`src/rtl/mem_arbiter_if.sv`:
```
// Requester and memory-side signal bundle for mem_arbiter.
// slave = arbiter view, master = requesters plus memory view.
interface mem_arbiter_if #(
    parameter int ADDR_W = 16
);
    logic              CpuReq;
    logic              CpuWE;
    logic [ADDR_W-1:0] CpuAddress;
    logic [7:0]        CpuDataIn;
    logic              CpuGnt;
    logic              CpuRdValid;

    logic              DmaReq;
    logic              DmaWE;
    logic              DmaLock;
    logic [ADDR_W-1:0] DmaAddress;
    logic [7:0]        DmaDataIn;
    logic              DmaGnt;
    logic              DmaRdValid;

    logic [7:0]        RdData;

    logic              MemWE;
    logic [ADDR_W-1:0] MemAddress;
    logic [7:0]        MemDataIn;
    logic [7:0]        MemDataOut;

    modport slave (
        input  CpuReq, CpuWE, CpuAddress, CpuDataIn,
        input  DmaReq, DmaWE, DmaLock, DmaAddress, DmaDataIn,
        input  MemDataOut,
        output CpuGnt, CpuRdValid, DmaGnt, DmaRdValid, RdData,
        output MemWE, MemAddress, MemDataIn
    );

    modport master (
        output CpuReq, CpuWE, CpuAddress, CpuDataIn,
        output DmaReq, DmaWE, DmaLock, DmaAddress, DmaDataIn,
        output MemDataOut,
        input  CpuGnt, CpuRdValid, DmaGnt, DmaRdValid, RdData,
        input  MemWE, MemAddress, MemDataIn
    );
endinterface

```
`src/rtl/mem_arbiter.sv`:
```
// Round-robin CPU/DMA arbiter for one synchronous single-port memory, with bounded DMA burst lock.
// Grants and memory drive are combinational (zero latency); RdValid follows a granted read by one cycle.
module mem_arbiter #(
    parameter int ADDR_W   = 16,
    parameter int MAX_LOCK = 16
) (
    input  logic           CLK,
    input  logic           RESET,
    mem_arbiter_if.slave   bus
);
    typedef enum logic {
        OWN_CPU = 1'b0,
        OWN_DMA = 1'b1
    } owner_t;

    localparam logic [7:0] LOCK_LIMIT = 8'(MAX_LOCK);

    owner_t      last_q, last_d;
    logic        prev_dma_q, prev_dma_d;
    logic [7:0]  lock_cnt_q, lock_cnt_d;
    logic        cpu_rdv_q, cpu_rdv_d;
    logic        dma_rdv_q, dma_rdv_d;

    logic              cpu_gnt;
    logic              dma_gnt;
    logic              lock_hold;
    logic              lock_expired;
    logic              mem_we;
    logic [ADDR_W-1:0] mem_addr;
    logic [7:0]        mem_din;

    // Priority: expired lock hands the CPU its turn, then an active lock, then round-robin.
    always_comb begin
        lock_hold    = prev_dma_q & bus.DmaReq & bus.DmaLock;
        lock_expired = (lock_cnt_q >= LOCK_LIMIT);
        cpu_gnt      = 1'b0;
        dma_gnt      = 1'b0;
        if (bus.CpuReq && bus.DmaReq) begin
            if (lock_expired) begin
                cpu_gnt = 1'b1;
            end else if (lock_hold) begin
                dma_gnt = 1'b1;
            end else if (last_q == OWN_DMA) begin
                cpu_gnt = 1'b1;
            end else begin
                dma_gnt = 1'b1;
            end
        end else begin
            cpu_gnt = bus.CpuReq;
            dma_gnt = bus.DmaReq;
        end
    end

    always_comb begin
        mem_we   = 1'b0;
        mem_addr = '0;
        mem_din  = '0;
        if (cpu_gnt) begin
            mem_we   = bus.CpuWE;
            mem_addr = bus.CpuAddress;
            mem_din  = bus.CpuDataIn;
        end else if (dma_gnt) begin
            mem_we   = bus.DmaWE;
            mem_addr = bus.DmaAddress;
            mem_din  = bus.DmaDataIn;
        end
    end

    always_comb begin
        last_d = last_q;
        if (cpu_gnt) begin
            last_d = OWN_CPU;
        end else if (dma_gnt) begin
            last_d = OWN_DMA;
        end
        prev_dma_d = dma_gnt;
        cpu_rdv_d  = cpu_gnt & ~bus.CpuWE;
        dma_rdv_d  = dma_gnt & ~bus.DmaWE;

        // Only locked DMA wins that actually starve a waiting CPU count toward the limit.
        lock_cnt_d = lock_cnt_q;
        if (!dma_gnt || !bus.DmaLock) begin
            lock_cnt_d = 8'd0;
        end else if (lock_hold && bus.CpuReq && (lock_cnt_q != 8'hFF)) begin
            lock_cnt_d = lock_cnt_q + 8'd1;
        end
    end

    always_ff @(posedge CLK or posedge RESET) begin
        if (RESET) begin
            last_q     <= OWN_DMA;
            prev_dma_q <= 1'b0;
            lock_cnt_q <= 8'd0;
            cpu_rdv_q  <= 1'b0;
            dma_rdv_q  <= 1'b0;
        end else begin
            last_q     <= last_d;
            prev_dma_q <= prev_dma_d;
            lock_cnt_q <= lock_cnt_d;
            cpu_rdv_q  <= cpu_rdv_d;
            dma_rdv_q  <= dma_rdv_d;
        end
    end

    assign bus.CpuGnt     = cpu_gnt;
    assign bus.DmaGnt     = dma_gnt;
    assign bus.CpuRdValid = cpu_rdv_q;
    assign bus.DmaRdValid = dma_rdv_q;
    assign bus.RdData     = bus.MemDataOut;
    assign bus.MemWE      = mem_we;
    assign bus.MemAddress = mem_addr;
    assign bus.MemDataIn  = mem_din;
endmodule

```
`src/flat_wrapper.sv`:
```
// flat-port wrapper written by rule: the top's interface ports become plain ports
module mem_arbiter_flat 
#(
    parameter int ADDR_W   = 16,
    parameter int MAX_LOCK = 16
)
  (CLK, RESET, bus_CpuReq, bus_CpuWE, bus_CpuAddress, bus_CpuDataIn, bus_DmaReq, bus_DmaWE, bus_DmaLock, bus_DmaAddress, bus_DmaDataIn, bus_MemDataOut, bus_CpuGnt, bus_CpuRdValid, bus_DmaGnt, bus_DmaRdValid, bus_RdData, bus_MemWE, bus_MemAddress, bus_MemDataIn);
  mem_arbiter_if #(.ADDR_W(ADDR_W)) bus_i ();
  input  logic CLK;
  input  logic RESET;
  input wire logic [$bits(bus_i.CpuReq)-1:0] bus_CpuReq;
  input wire logic [$bits(bus_i.CpuWE)-1:0] bus_CpuWE;
  input wire logic [$bits(bus_i.CpuAddress)-1:0] bus_CpuAddress;
  input wire logic [$bits(bus_i.CpuDataIn)-1:0] bus_CpuDataIn;
  input wire logic [$bits(bus_i.DmaReq)-1:0] bus_DmaReq;
  input wire logic [$bits(bus_i.DmaWE)-1:0] bus_DmaWE;
  input wire logic [$bits(bus_i.DmaLock)-1:0] bus_DmaLock;
  input wire logic [$bits(bus_i.DmaAddress)-1:0] bus_DmaAddress;
  input wire logic [$bits(bus_i.DmaDataIn)-1:0] bus_DmaDataIn;
  input wire logic [$bits(bus_i.MemDataOut)-1:0] bus_MemDataOut;
  output wire logic [$bits(bus_i.CpuGnt)-1:0] bus_CpuGnt;
  output wire logic [$bits(bus_i.CpuRdValid)-1:0] bus_CpuRdValid;
  output wire logic [$bits(bus_i.DmaGnt)-1:0] bus_DmaGnt;
  output wire logic [$bits(bus_i.DmaRdValid)-1:0] bus_DmaRdValid;
  output wire logic [$bits(bus_i.RdData)-1:0] bus_RdData;
  output wire logic [$bits(bus_i.MemWE)-1:0] bus_MemWE;
  output wire logic [$bits(bus_i.MemAddress)-1:0] bus_MemAddress;
  output wire logic [$bits(bus_i.MemDataIn)-1:0] bus_MemDataIn;
  assign bus_i.CpuReq = bus_CpuReq;
  assign bus_i.CpuWE = bus_CpuWE;
  assign bus_i.CpuAddress = bus_CpuAddress;
  assign bus_i.CpuDataIn = bus_CpuDataIn;
  assign bus_i.DmaReq = bus_DmaReq;
  assign bus_i.DmaWE = bus_DmaWE;
  assign bus_i.DmaLock = bus_DmaLock;
  assign bus_i.DmaAddress = bus_DmaAddress;
  assign bus_i.DmaDataIn = bus_DmaDataIn;
  assign bus_i.MemDataOut = bus_MemDataOut;
  assign bus_CpuGnt = bus_i.CpuGnt;
  assign bus_CpuRdValid = bus_i.CpuRdValid;
  assign bus_DmaGnt = bus_i.DmaGnt;
  assign bus_DmaRdValid = bus_i.DmaRdValid;
  assign bus_RdData = bus_i.RdData;
  assign bus_MemWE = bus_i.MemWE;
  assign bus_MemAddress = bus_i.MemAddress;
  assign bus_MemDataIn = bus_i.MemDataIn;
  mem_arbiter #(.ADDR_W(ADDR_W), .MAX_LOCK(MAX_LOCK)) u_core (.CLK(CLK), .RESET(RESET), .bus(bus_i));
endmodule
```
`config.mk`:
```
export PLATFORM = sky130hd
export DESIGN_NAME = mem_arbiter_flat
export DESIGN_NICKNAME = d
export VERILOG_FILES = /design/src/rtl/mem_arbiter_if.sv /design/src/rtl/mem_arbiter.sv /design/src/flat_wrapper.sv
export SDC_FILE = /design/constraint.sdc
export NUM_CORES = 1
export LEC_CHECK = 0
export ABC_AREA = 1
export CAP_MARGIN = 20
export CORE_ASPECT_RATIO = 1.2
export CORE_MARGIN = 2
export CORE_UTILIZATION = 28
export DETAILED_ROUTE_END_ITERATION = 8
export MAX_ROUTING_LAYER = met4
export PLACE_DENSITY = 0.82
export SYNTH_ARGS = -nofsm -noshare
export SYNTH_HDL_FRONTEND = slang
export SYNTH_SLANG_ARGS = --single-unit
```
`constraint.sdc`:
```
create_clock -name CLK -period 1.4 [get_ports CLK]
set_clock_uncertainty 0.05 [all_clocks]
set_input_delay 0.21 -clock CLK [delete_from_list [all_inputs] [get_ports CLK]]
set_output_delay 0.21 -clock CLK [all_outputs]
set_load 0.05 [all_outputs]
```
==> results of run 1 <==
repair_timing:
action | in CTS | in global routing
gates cloned | 1 | 1
setup endpoints to repair | 31 | 33
resized for setup | 34 | 20
pin swaps | 1 | 5
buffers inserted | 3 | 3
worst max-delay path by stage:
stage / start / to / slack (ns) / depth (start not counted)
global route: u_core.lock_cnt_q[4]$_DFFE_PP0P_ / bus_MemAddress[9] / -0.56 / 10
global placement: bus_DmaReq / bus_MemAddress[13] / -0.67 / 7
detailed placement: bus_DmaReq / bus_MemAddress[6] / -0.68 / 7
floorplan: u_core.lock_cnt_q[4]$_DFFE_PP0P_ / bus_MemAddress[13] / -0.14 / 10
finish: u_core.lock_cnt_q[5]$_DFFE_PP0P_ / bus_MemAddress[9] / -0.51 / 10
CTS: u_core.last_q$_DFFE_PP1P_ / bus_MemAddress[9] / -0.45 / 8
sequential cells by signal, indices dropped and copies added (netlist names):
signal and count:
u_core.bus.CpuRdValid 1, u_core.last_q 1, u_core.lock_cnt_q 8, u_core.prev_dma_q 1, u_core.bus.DmaRdValid 1
area by class of cell:
class                   instances  area (um^2)
well taps                      52         65.1
repair buffers                109         1370
repair inverters                1         16.3
multi-input cells             130         1010
fillers                       250          779
clock buffers                   4         55.1
flip-flops and latches         12          302
inverters                      16         72.6
per-layer routing:
metal / vias up / GRT usage (%)
met5: - / -
met2: 54 / 37.2
met3: 6 / 2.89
li1: 713 / -
met4: 0 / 6.04
met1: 647 / 18.6
critical path: stages (launching register included):
cell	delay, ns
dfrtp_1	0.39
inv_2	0.07
nand2_2	0.06
nor2_4	0.12
nand2_2	0.09
nand2_4	0.11
o21ai_4	0.12
buf_8	0.18
nand2_4	0.07
nand2_4	0.05
buf_12	0.14
through the flow:
step	utilization [%]	hold WS, ns	setup TNS [ns]	cells
detailed placement	69.7	0.370	-19.43	312
CTS	75.0	0.237	-11.54	320
finish	78.7	0.220	-13.02	324
floorplan	-	0.0240	-2.40	171
global route	78.7	0.281	-14.47	324
global placement	69.7	0.370	-19.14	312
report_power, final:
part / switching, mW / total, mW / internal [mW]
clock: 0.128 / 0.377 / 0.248
combinational: 0.630 / 1.23 / 0.598
sequential: 0.00814 / 0.368 / 0.359
total: 0.766 / 1.97 / 1.21
cell usage in the layout, fill, tap and decap left out, types with 3 or more instances in the layout:
| master | Yosys | final |
|---|---|---|
| buf_4 | 8 | 21 |
| dlygate4sd2_1 | 0 | 3 |
| nand2_1 | 93 | 38 |
| dfrtp_1 | 11 | 11 |
| inv_2 | 0 | 4 |
| clkdlybuf4s50_1 | 0 | 51 |
| buf_12 | 0 | 31 |
| nand2_4 | 2 | 44 |
| nor2_1 | 14 | 12 |
| inv_1 | 15 | 11 |
| nand4_1 | 7 | 7 |
| nand2_8 | 0 | 4 |
| nand2_2 | 3 | 12 |
| nand3_1 | 4 | 3 |
| clkbuf_8 | 0 | 4 |
Yosys cell counts, drive strengths merged:
master	n
a21oi	1
buf	13
clkinv	1
nand2	98
nor2	15
inv	15
xor2	1
dfrtp	11
nand4	7
ha	2
o21ai	1
nand3	5
dfstp	1
logic make-up after synthesis:
logic type | Yosys count
compound gates | 2
fa+ha+maj | 2
flops | 12
simple gates | 125
xor+xnor | 1
buf+inv | 29
==> summary.md, run 1 <==
| Metric | Value |
|---|---|
| Worst setup SP type | register |
| Worst-path fanout max | 7 |
| FF-to-FF path depth | 9 |
| Post-Route WL | 4130 um |
| Maximum capacitance violations | 0 |
| Cts hold-fix bufs | 0 |
| Fmax | 524 MHz |
| Design area | 2880 um^2 |
| Final setup violation count | 27 |
| Ant diodes | 0 |
| Rows | 24 |
| Dpl cell area | 2550 um^2 |
| Ports | 100 |
| Outcome | finished, violations left |
| Peak supply drop | 399 uV |
| DRC viols | 0 |
| Via count | 1,420 |
| Met3 routed wirelength | 235 um |
| Hold Vio Cnt, Final | 0 |
| Sequential share of the synthesized area | 28.1% |
| CTS Root Buffer Type | clkbuf_8 |
| Tot GR Track Use | 19.2% |
| PD cells | 684 nW/um^2 |
| Class of the worst hold path | input port to async pin |
| Reg2reg start | u_core.lock_cnt_q[5]$_DFFE_PP0P_ |
| Mapped Nets | 236 |
| RSZ-0062 raised after global routing | true |
| Synth Area in Adders | 2.33% |
| Maximum number of pins on one net before global-route repair | 15 |
| Final cycle utilization of the critical path | 136% |
| Post-place setup slack | -0.682 ns |
| R2R Setup Slk | 0.05 ns |
| Initial cell density of the core | 29.3% |
| Synth top area share | 32.6% |
| FF-to-FF End | u_core.bus.CpuRdValid$_DFF_PP0_ |
| Layout area overhead | 169% |
| Synth area leaders | nand2_1, dfrtp_1, buf_4 |
| Htree depth | 1 |
| Post-DRT Antenna Nets | 0 |
| Setup Crit Path Kind | register to output pin |
| Critical path required time | 1.14 ns |
| CTS tree | yes |
| Remaining Overflow, GRT | 0 |
| Arr. time, crit path | 1.65 ns |
| Mapped Area | 1070 um^2 |
| PnR worst setup slack | -0.508 ns |
| Worst setup EP type | output pin |
| Simple-gate share of the synthesized area | 49.5% |
| Synth Register Bits | 12 |
| Synth Warn # | 0 |
| Clk Latency, worst-skew pair | 0.24 ns |
| Drt first pass iters | 4 |
| Largest family of logic cells by synthesized area | simple AND/OR/NAND/NOR gates |
| Compound-Gate Fraction of Synth Area | 1.98% |
| Max Transition Viols Final | 0 |
| Max clock buf depth | 2 |
| Cells after Synth | 171 |
| CTS Buf Count | 3 |
| I/O Buffers | 83 |
| Die X | 60.5 um |
| Failing checks | setup timing |
| Die Y | 71.8 um |
| PnR Total Power | 1.97 mW |
| Post-Synth XOR/XNOR Area | 0.817% |
| Static Leak | 1.38 nW |
| Area leader, netlist | nand2_1 |
| Distinct cells, synth | 19 |
| Die area | 4340 um^2 |
| First-pass GRT wire length | 6180 um |
| Core footprint | 3660 um^2 |
| Nets | 338 |
| Vias in the first global route | 1,529 |
| HPWL Detailed | 3030 um |
| GP Congestion | 0.912 |
| CTS clock-pin slew for the worst setup and hold paths | 0.05 ns |
| WL per Instance | 12.8 um |
| Mapped Avg Cell Area | 6.27 um^2 |
| Layout cells sized above 1 | 48.9% |
| Starting DRT DRC Count | 28 |
| Top Layer Used | met4 |
| Clock sinks | 12 |
| Via/cell ratio | 4.38 |
| Metal-1 WL | 1470 um |
| Final period demand of the worst path | 1.91 ns |
| Mux contribution to synthesized area | 0% |
| Slew margin rel. | 70.1% |
| Routed met2 length | 2370 um |
| Antenna violations before repair | 0 |
| Slew @ Worst Pin | 0.448 ns |
No activity file was read; power rests on OpenSTA's default activity.
==> run 2: changes to the inputs <==
--- a/config.mk
+++ b/config.mk
@@ -6,7 +6,6 @@
 export NUM_CORES = 1
 export LEC_CHECK = 0
 export ABC_AREA = 1
-export CAP_MARGIN = 20
 export CORE_ASPECT_RATIO = 1.2
 export CORE_MARGIN = 2
 export CORE_UTILIZATION = 28
==> results of run 2 <==
Final layout, timing and power as in run 1 (identical DEF).
